**src/rtl/cnn_pool_pkg.sv**
```systemverilog
// Shared definitions for the spatial pooling / broadcast stream blocks.
// Channel k of a flat vector lives at bits [(k+1)*DATA_W-1 : k*DATA_W].
package cnn_pool_pkg;

    typedef enum logic [1:0] {
        S_IDLE = 2'b01,
        S_EMIT = 2'b10
    } gbu_state_e;

    function automatic int unsigned pixel_count(input int unsigned h, input int unsigned w);
        return h * w;
    endfunction

    // Index width that never collapses to zero bits for a 1-deep dimension.
    function automatic int unsigned clog2_min1(input int unsigned n);
        return (n <= 2) ? 1 : $clog2(n);
    endfunction

    function automatic int unsigned ch_lsb(input int unsigned ch, input int unsigned data_w);
        return ch * data_w;
    endfunction

endpackage

```
**src/rtl/global_broadcast_unit_if.sv**
```systemverilog
// Vector-in / pixel-out stream bundle of the global broadcast unit.
interface global_broadcast_unit_if
    import cnn_pool_pkg::*;
#(
    parameter int unsigned DATA_W = 8,
    parameter int unsigned IN_CH  = 8,
    parameter int unsigned IMG_H  = 4,
    parameter int unsigned IMG_W  = 5
);
    localparam int unsigned VW = IN_CH * DATA_W;
    localparam int unsigned RW = clog2_min1(IMG_H);
    localparam int unsigned CW = clog2_min1(IMG_W);

    logic          i_valid;
    logic          i_ready;
    logic [VW-1:0] i_data_flat;
    logic          o_valid;
    logic          o_ready;
    logic [VW-1:0] o_data_flat;
    logic [RW-1:0] o_row;
    logic [CW-1:0] o_col;
    logic          o_last;

    modport slave (
        input  i_valid, i_data_flat, o_ready,
        output i_ready, o_valid, o_data_flat, o_row, o_col, o_last
    );

    modport master (
        output i_valid, i_data_flat, o_ready,
        input  i_ready, o_valid, o_data_flat, o_row, o_col, o_last
    );
endinterface

```
**src/rtl/raster_counter.sv**
```systemverilog
// Row-major (row, col) walker over an IMG_H x IMG_W raster with a last-pixel flag.
module raster_counter
    import cnn_pool_pkg::*;
#(
    parameter int unsigned IMG_H = 4,
    parameter int unsigned IMG_W = 5
) (
    input  logic                          clk,
    input  logic                          rst,
    input  logic                          load,
    input  logic                          step,
    output logic [clog2_min1(IMG_H)-1:0]  row,
    output logic [clog2_min1(IMG_W)-1:0]  col,
    output logic                          last
);
    localparam int unsigned RW = clog2_min1(IMG_H);
    localparam int unsigned CW = clog2_min1(IMG_W);
    localparam int unsigned PC = pixel_count(IMG_H, IMG_W);

    logic [RW-1:0] r_row, w_row_nxt;
    logic [CW-1:0] r_col, w_col_nxt;
    logic          r_last;

    // Next raster position when not on the final pixel.
    always_comb begin
        w_row_nxt = r_row;
        w_col_nxt = r_col + CW'(1);
        if (r_col == CW'(IMG_W - 1)) begin
            w_col_nxt = '0;
            w_row_nxt = r_row + RW'(1);
        end
    end

    always_ff @(posedge clk) begin
        if (rst) begin
            r_row  <= '0;
            r_col  <= '0;
            r_last <= 1'b0;
        end else if (load) begin
            r_row  <= '0;
            r_col  <= '0;
            r_last <= (PC == 1);
        end else if (step) begin
            if (r_last) begin
                r_row  <= '0;
                r_col  <= '0;
                r_last <= 1'b0;
            end else begin
                r_row  <= w_row_nxt;
                r_col  <= w_col_nxt;
                r_last <= (w_row_nxt == RW'(IMG_H - 1)) && (w_col_nxt == CW'(IMG_W - 1));
            end
        end
    end

    assign row  = r_row;
    assign col  = r_col;
    assign last = r_last;
endmodule

```
**src/rtl/global_broadcast_unit.sv**
```systemverilog
// Holds one channel vector and replays it as an IMG_H x IMG_W pixel raster.
module global_broadcast_unit
    import cnn_pool_pkg::*;
#(
    parameter int unsigned DATA_W = 8,
    parameter int unsigned IN_CH  = 8,
    parameter int unsigned IMG_H  = 4,
    parameter int unsigned IMG_W  = 5
) (
    input  logic                    clk,
    input  logic                    rst,
    global_broadcast_unit_if.slave  bus
);
    localparam int unsigned VW = IN_CH * DATA_W;
    localparam int unsigned RW = clog2_min1(IMG_H);
    localparam int unsigned CW = clog2_min1(IMG_W);

    gbu_state_e    r_state, w_state_nxt;
    logic          r_valid, w_valid_nxt;
    logic [VW-1:0] r_data,  w_data_nxt;
    logic          w_load, w_step, w_beat, w_accept, w_i_ready;
    logic [RW-1:0] w_row;
    logic [CW-1:0] w_col;
    logic          w_last;

    raster_counter #(
        .IMG_H (IMG_H),
        .IMG_W (IMG_W)
    ) u_raster (
        .clk  (clk),
        .rst  (rst),
        .load (w_load),
        .step (w_step),
        .row  (w_row),
        .col  (w_col),
        .last (w_last)
    );

    // Ready on the last beat's handshake lets the next vector follow with no bubble.
    assign w_beat    = r_valid && bus.o_ready;
    assign w_i_ready = (r_state == S_IDLE) || ((r_state == S_EMIT) && w_last && bus.o_ready);
    assign w_accept  = bus.i_valid && w_i_ready;

    always_comb begin
        w_state_nxt = r_state;
        w_valid_nxt = r_valid;
        w_data_nxt  = r_data;
        w_load      = 1'b0;
        w_step      = 1'b0;
        case (r_state)
            S_IDLE: begin
                if (w_accept) begin
                    w_load      = 1'b1;
                    w_data_nxt  = bus.i_data_flat;
                    w_valid_nxt = 1'b1;
                    w_state_nxt = S_EMIT;
                end
            end
            S_EMIT: begin
                if (w_beat) begin
                    if (!w_last) begin
                        w_step = 1'b1;
                    end else if (w_accept) begin
                        w_load     = 1'b1;
                        w_data_nxt = bus.i_data_flat;
                    end else begin
                        w_step      = 1'b1;
                        w_valid_nxt = 1'b0;
                        w_state_nxt = S_IDLE;
                    end
                end
            end
            default: begin
                w_valid_nxt = 1'b0;
                w_state_nxt = S_IDLE;
            end
        endcase
    end

    always_ff @(posedge clk) begin
        if (rst) begin
            r_state <= S_IDLE;
            r_valid <= 1'b0;
            r_data  <= '0;
        end else begin
            r_state <= w_state_nxt;
            r_valid <= w_valid_nxt;
            r_data  <= w_data_nxt;
        end
    end

    assign bus.i_ready     = w_i_ready;
    assign bus.o_valid     = r_valid;
    assign bus.o_data_flat = r_data;
    assign bus.o_row       = w_row;
    assign bus.o_col       = w_col;
    assign bus.o_last      = w_last;
endmodule

```
**src/flat_wrapper.sv**
```systemverilog
// flat-port wrapper written by rule: the top's interface ports become plain ports
module global_broadcast_unit_flat import cnn_pool_pkg::*;
#(
    parameter int unsigned DATA_W = 8,
    parameter int unsigned IN_CH  = 8,
    parameter int unsigned IMG_H  = 4,
    parameter int unsigned IMG_W  = 5
)
  (clk, rst, bus_i_valid, bus_i_data_flat, bus_o_ready, bus_i_ready, bus_o_valid, bus_o_data_flat, bus_o_row, bus_o_col, bus_o_last);
  global_broadcast_unit_if #(.DATA_W(DATA_W), .IN_CH(IN_CH), .IMG_H(IMG_H), .IMG_W(IMG_W)) bus_i ();
  input  logic clk;
  input  logic rst;
  input wire logic [$bits(bus_i.i_valid)-1:0] bus_i_valid;
  input wire logic [$bits(bus_i.i_data_flat)-1:0] bus_i_data_flat;
  input wire logic [$bits(bus_i.o_ready)-1:0] bus_o_ready;
  output wire logic [$bits(bus_i.i_ready)-1:0] bus_i_ready;
  output wire logic [$bits(bus_i.o_valid)-1:0] bus_o_valid;
  output wire logic [$bits(bus_i.o_data_flat)-1:0] bus_o_data_flat;
  output wire logic [$bits(bus_i.o_row)-1:0] bus_o_row;
  output wire logic [$bits(bus_i.o_col)-1:0] bus_o_col;
  output wire logic [$bits(bus_i.o_last)-1:0] bus_o_last;
  assign bus_i.i_valid = bus_i_valid;
  assign bus_i.i_data_flat = bus_i_data_flat;
  assign bus_i.o_ready = bus_o_ready;
  assign bus_i_ready = bus_i.i_ready;
  assign bus_o_valid = bus_i.o_valid;
  assign bus_o_data_flat = bus_i.o_data_flat;
  assign bus_o_row = bus_i.o_row;
  assign bus_o_col = bus_i.o_col;
  assign bus_o_last = bus_i.o_last;
  global_broadcast_unit #(.DATA_W(DATA_W), .IN_CH(IN_CH), .IMG_H(IMG_H), .IMG_W(IMG_W)) u_core (.clk(clk), .rst(rst), .bus(bus_i));
endmodule
```
**config.mk**
```make
export PLATFORM = sky130hd
export DESIGN_NAME = global_broadcast_unit_flat
export DESIGN_NICKNAME = d
export VERILOG_FILES = /design/src/rtl/cnn_pool_pkg.sv /design/src/rtl/global_broadcast_unit_if.sv /design/src/rtl/raster_counter.sv /design/src/rtl/global_broadcast_unit.sv /design/src/flat_wrapper.sv
export SDC_FILE = /design/constraint.sdc
export NUM_CORES = 1
export LEC_CHECK = 0
export BUFFER_PORTS_ARGS = -buffer_cell sky130_fd_sc_hd__clkbuf_2
export CORE_MARGIN = 1
export CORE_UTILIZATION = 50
export CTS_CLUSTER_SIZE = 40
export DETAILED_ROUTE_END_ITERATION = 10
export PLACE_DENSITY = 0.93
export SLEW_MARGIN = 10
export SYNTH_ARGS = -nofsm -noshare
export SYNTH_HDL_FRONTEND = slang
export SYNTH_SLANG_ARGS = --single-unit
```
**constraint.sdc**
```tcl
create_clock -name clk -period 2.7 [get_ports clk]
set_input_delay 0.27 -clock clk [delete_from_list [all_inputs] [get_ports clk]]
set_output_delay 0.27 -clock clk [all_outputs]
set_load 0.005 [all_outputs]
```
# Yosys cells after proc, flatten, opt, wreduce, memory -nomap -nowiden
# Cells that the tools add are included.
[totals]
register_bits = 73
latch_bits = 0
ramBits = 0
mem_bits_ro = 0
input_bits = 68
output_inout_bits = 72
elab_cells = 54
mem_count = 0
[op_classes]
n_addsub = 2
n_mul = 0
div_mod_pow = 0
order_cmp = 0
n_eq_ne = 9
shifts = 0
mux = 27
n_bitwise = 0
n_reduce_logical = 10
[op_table]
columns = ["op", "count"]
rows = [
  ["2-to-1 mux 64 bit", 3],
  ["case mux 64 bit (2 select lines)", 1],
  ["2-to-1 mux 1 bit", 12],
  ["2-to-1 mux 2 bit", 6],
  ["equality test 3 bit (second input constant)", 2],
  ["2-to-1 mux 3 bit", 2],
  ["logical AND 1 bit", 5],
  ["equality test 2 bit (second input constant)", 2],
  ["inequality test 2 x 1 -> 1 bit (second input constant)", 2],
  ["inequality test 2 bit (second input constant)", 2],
  ["case mux 1 bit (2 select lines)", 2],
  ["case mux 2 bit (2 select lines)", 1],
  ["AND reduction 4 bit", 1],
  ["adder 3 x 1 -> 3 bit (second input constant)", 1],
  ["AND reduction 3 bit", 1],
  ["adder 2 x 1 -> 2 bit (second input constant)", 1],
  ["equality test 2 x 1 -> 1 bit (second input constant)", 1],
  ["nonzero test 2 bit", 1],
  ["OR reduction 2 bit", 1],
  ["logical OR 1 bit", 1],
]

# Longest topological paths before layout
[depth]
ltp_word = 10
depth_mapped = 7
mapped_depth_nobuf = 5

# Hierarchy
# Synthesis repeated with hierarchy kept, for this count alone.
[unflattened]
hier_cells = 575
area_unflattened_um2 = 4755.8
[by_module_without_submodules]
columns = ["module", "instances", "cells_per_inst", "area_each_um2", "seq_area_each_um2"]
rows = [
  ["global_broadcast_unit", 1, 534, 4403.0, 1321.3],
  ["raster_counter", 1, 41, 352.8, 120.1],
]

# Worst setup path before layout
# OpenSTA, ideal clock, no wires.
[synth_timing]
path_kind = "register -> register"
from = "register u_core.r_valid (netlist: u_core.bus.o_valid)"
to = "register u_core.r_data[0] (netlist: u_core.bus.o_data_flat[0])"
arrival_time_ns = 1.550
t_required_ns = 2.628
setup_slack_ns = 1.078
path_stages_with_launch = 8
path_cell_list = "dfxtp_1 > inv_1 > ha_1 > nand2b_1 > a21oi_2 > buf_6 > buf_12 > mux2i_1"
[synth_between]
elab_chain_len = 3
[synth_lines]
columns = ["element", "line_no", "source"]
rows = [
  ["start, declared", "global_broadcast_unit.sv:19", "logic r_valid, w_valid_nxt;"],
  ["start signal, assigned", "global_broadcast_unit.sv:87", "r_valid <= w_valid_nxt;"],
  ["logical AND 1 bit", "global_broadcast_unit.sv:40", "assign w_beat = r_valid && bus.o_ready;"],
  ["inequality test 2 x 1 -> 1 bit (no line)", "-", ""],
  ["AND reduction 3 bit (no line)", "-", ""],
  ["end signal, assigned", "global_broadcast_unit.sv:88", "r_data <= w_data_nxt;"],
  ["end, declared", "global_broadcast_unit.sv:20", "logic [VW-1:0] r_data, w_data_nxt;"],
]
# Every way passes these cells.
# A chain may end at the register's enable or synchronous reset.

# Worst setup path after layout
[layout_timing]
from = "register u_core.r_valid (netlist: u_core.bus.o_valid)"
to = "register u_core.r_data[48] (netlist: u_core.bus.o_data_flat[48])"
# Same word-level chain as after synthesis.

==> results.py <==
metrics = {
    "timing": {
        "finalCritPeriodShare": 0.752,
        "finalHoldViolCount": 0,
        "summed_negative_setup_slack_over_all_endpoints_ps": 0,
        "rsz0062_at_grt": "false",
        "setup-violations-final": 0,
        "rel_slew_slack": 0.602,
        "skew_ps": 9.41,
        "layout_min_cycle_time_ps": 2030,
        "slew_viol_final": 0,
        "max_freq_mhz": 492,
        "worst_slew_pin_slew_ps": 598,
    },
    "die": {
        "design.portCount": 140,
        "core_area_mm2": 0.00596,
        "die_width_um": 80.9,
        "die_h_um": 80.9,
        "die-area_mm2": 0.00654,
        "initial_utilization": 0.522,
        "placement_rows": 28,
    },
    "worst_setup_path": {
        "worstPathRequired_ps": 2950,
        "path_type_of_the_worst_setup_path": "reg -> reg",
        "critical_path_arrival_ps": 2290,
        "worst_r2r_path_depth": 5,
        "regToRegSetupSlack_ps": 670,
        "cp-end-kind": "flip-flop",
        "rr_startpoint": "u_core.bus.o_valid",
        "end_of_the_worst_register_to_register_path": "u_core.bus.o_data_flat[48]",
        "critPathLaunchType": "flip-flop",
        "critical_path_peak_fanout": 34,
    },
    "clocking": {
        "clkSlewWorstSetupHoldPaths_ps": 70,
        "cts_tree": "done",
        "count_of_instances_resized_after_the_clock_tree_is_built": 0,
        "cts.htree.levels": 3,
        "clock-root-buffer": "sky130_fd_sc_hd__clkbuf_8",
        "cts_inserted_buffers": 9,
        "cts.sink_count": 72,
        "cts_setup_buffers": 0,
        "cts_hold_repair.buffers": 0,
        "cts.path.max_buffers": 2,
        "insertion_delay_ps": 330,
    },
    "routing": {
        "post_detailed_route_count_of_antenna_violating_nets": 0,
        "detailed_router_iteration_count_before_antenna_repair": 4,
        "num_vias": 2711,
        "via_cell_ratio": 4.96,
        "detail_routed_net_length_per_standard_cell_um": 11.9,
        "wirelength_mm": 6.49,
        "remaining_drc_errors": 0,
        "detailedRoute.firstIterationViolations": 83,
    },
    "power_and_ir_drop": {
        "total_power_uw": 2440,
        "ir_drop_uv": 393,
        "leakagePower_uw": 0.00185,
        "power_density_mw_per_mm2": 624,
    },
    "run_status": {
        "status": "complete, no violations",
    },
    "logic_synthesis": {
        "synth_seq_cells": 72,
        "post_synth_instance_area_mm2": 0.00311,
        "synthDominantAreaCellType": "sky130_fd_sc_hd__dfxtp_1",
        "synth_top_family_by_area": "multiplexers",
        "yosys.area_share.adder": 0.0161,
        "mappedNetlistNets": 410,
        "xor_and_xnor_area_share_after_synthesis": 0,
        "avgSynthCellArea_um2": 9.20,
        "ys_top_cells_by_area": "sky130_fd_sc_hd__dfxtp_1 (46%), sky130_fd_sc_hd__mux2i_1 (21%), sky130_fd_sc_hd__nand2_1 (16%)",
        "synth_top_area_share": 0.464,
        "synth-seq-area-share": 0.464,
        "yosys-mux-area-fraction": 0.206,
        "synth-simple-area-share": 0.200,
        "syn_inst": 338,
        "synth_compound_gate_area_share": 0.0455,
        "synth_warnings": 0,
        "synth_cell_types": 32,
    },
    "job": {
        "drv_cap": 0,
    },
    "global_route": {
        "grt.met3_usage": 0.0562,
        "wire_length_of_the_first_global_routing_pass_mm": 9.81,
        "antenna_found_initial": 0,
        "gr-usage-met2": 0.353,
        "groute.usage.overall": 0.192,
        "grt_remaining_overflow": 0,
        "grt_pass1_vias": 2422,
        "global_route.peak_usage_layer": "met2",
        "grt_max_degree": 69,
        "grt.met1_usage": 0.205,
    },
    "worst_hold_path": {
        "hold_depth": 3,
        "hold_end": "u_core.bus.o_data_flat[13]",
        "min_from": "bus_i_data_flat[13]",
        "worst_min_delay_path_category": "in -> reg",
    },
    "place": {
        "hpwl_after_dpl_mm": 4.74,
        "gp_congestion": 0.801,
        "port_buffers": 139,
    },
    "final_layout": {
        "area_delta_synth_final_pct": 25.9,
        "drive_gt1_frac": 0.343,
        "n_antenna_cell": 0,
        "layout.nets": 541,
    },
}
-- layer usage --
metal | wire length (µm) | up-vias | share of wire
met5 | 0 | - | 0
met4 | 60 | 0 | 0.0092
met3 | 428 | 6 | 0.066
met2 | 3330 | 91 | 0.51
met1 | 2670 | 1236 | 0.41
li1 | - | 1378 | -
-- layout make-up --
class | count | area [µm²]
clock buffers | 9 | 124
clock inverters | 5 | 50.0
fillers | 499 | 2040
inverters | 5 | 20.0
multi-input cells | 238 | 1460
flip-flops and latches | 72 | 1440
well taps | 75 | 93.8
repair buffers | 143 | 726
-- Yosys cell counts --
cell and instances:
sky130_fd_sc_hd__clkbuf_1 12, sky130_fd_sc_hd__a211o_1 1, sky130_fd_sc_hd__a31oi_1 1, sky130_fd_sc_hd__a21oi_1 5, sky130_fd_sc_hd__or2b_1 1, sky130_fd_sc_hd__buf_6 1
sky130_fd_sc_hd__a31o_2 1, sky130_fd_sc_hd__a311oi_1 2, sky130_fd_sc_hd__or3b_1 1, sky130_fd_sc_hd__a41oi_1 1, sky130_fd_sc_hd__dfxtp_1 72, sky130_fd_sc_hd__nand4b_1 2
sky130_fd_sc_hd__and2_1 1, sky130_fd_sc_hd__o21ai_0 3, sky130_fd_sc_hd__a2111o_1 1, sky130_fd_sc_hd__nand3b_1 2, sky130_fd_sc_hd__nand3_2 1, sky130_fd_sc_hd__nand2b_1 3
sky130_fd_sc_hd__ha_1 4, sky130_fd_sc_hd__buf_2 4, sky130_fd_sc_hd__nor2_1 3, sky130_fd_sc_hd__a22oi_1 1, sky130_fd_sc_hd__a211oi_1 2, sky130_fd_sc_hd__mux2i_1 64
sky130_fd_sc_hd__and4b_1 1, sky130_fd_sc_hd__nand2_1 131, sky130_fd_sc_hd__inv_1 5, sky130_fd_sc_hd__nand3_1 2, sky130_fd_sc_hd__buf_12 6, sky130_fd_sc_hd__or4_1 1
sky130_fd_sc_hd__a21oi_2 2, sky130_fd_sc_hd__nand4_1 1
-- kinds of logic (layout without fill, tap and decap cells) --
| logic type | after synthesis | in the layout |
|---|---|---|
| simple gates | 150 | 150 |
| flops | 72 | 72 |
| fa+ha+maj | 4 | 4 |
| mux | 64 | 64 |
| compound gates | 20 | 20 |
| buf+inv | 28 | 162 |
-- how the worst max path moves through the flow --
stage                                  start                          to  slack [ps]
final                     u_core.bus.o_valid  u_core.bus.o_data_flat[48]         670
after CTS                 u_core.bus.o_valid  u_core.bus.o_data_flat[48]         670
after global routing      u_core.bus.o_valid   u_core.bus.o_data_flat[4]         550
after detailed placement  u_core.bus.o_valid  u_core.bus.o_data_flat[48]         670
after floorplan           u_core.bus.o_valid   u_core.bus.o_data_flat[0]        1080
after global placement    u_core.bus.o_valid   u_core.bus.o_data_flat[1]         820
-- placed cells by master (no fill, tap or decap), types with 2 or more instances in the layout --
cell type,n
sky130_fd_sc_hd__a311oi_1,2
sky130_fd_sc_hd__nand3b_1,2
sky130_fd_sc_hd__nand2b_1,3
sky130_fd_sc_hd__clkbuf_8,9
sky130_fd_sc_hd__buf_4,4
sky130_fd_sc_hd__nand2_1,131
sky130_fd_sc_hd__a211oi_1,2
sky130_fd_sc_hd__dfxtp_1,72
sky130_fd_sc_hd__inv_1,4
sky130_fd_sc_hd__clkinv_2,5
sky130_fd_sc_hd__nand3_1,2
sky130_fd_sc_hd__a21oi_1,5
sky130_fd_sc_hd__nand4b_1,2
sky130_fd_sc_hd__ha_1,4
sky130_fd_sc_hd__mux2i_1,64
sky130_fd_sc_hd__clkbuf_2,139
sky130_fd_sc_hd__nor2_1,3
sky130_fd_sc_hd__o21ai_0,3
-- where the power goes --
part           total [µW]  internal, µW  leakage, µW  switching (µW)
Combinational         457           227      0.00116             230
Sequential           1210          1160     0.000588            53.2
Clock                 773           410    0.0000945             363
-- metrics by stage --
step,cell area (µm²),cells,utilization,hold slack [ps],setup WS (ps)
after global routing,3920,547,0.657,154,549
final,3920,547,0.657,161,669
after CTS,3920,547,0.657,151,670
after global placement,3740,533,0.628,441,818
after detailed placement,3740,533,0.628,447,673
after floorplan,3110,338,-,343,1080
-- state kept, by name (all words and copies together), names as in the netlist --
name / flops
u_core.bus.o_valid: 1
u_core.bus.o_data_flat: 64
u_core.u_raster.col: 3
u_core.r_state: 1
u_core.u_raster.row: 2
u_core.u_raster.last: 1
-- critical path: stages (launching register included) --
cell and delay [ps]:
sky130_fd_sc_hd__dfxtp_1 450, sky130_fd_sc_hd__ha_1 360, sky130_fd_sc_hd__nand4_1 210, sky130_fd_sc_hd__a21oi_4 170, sky130_fd_sc_hd__buf_4 470, sky130_fd_sc_hd__mux2i_1 260
No activity file was read; power rests on OpenSTA's default activity.
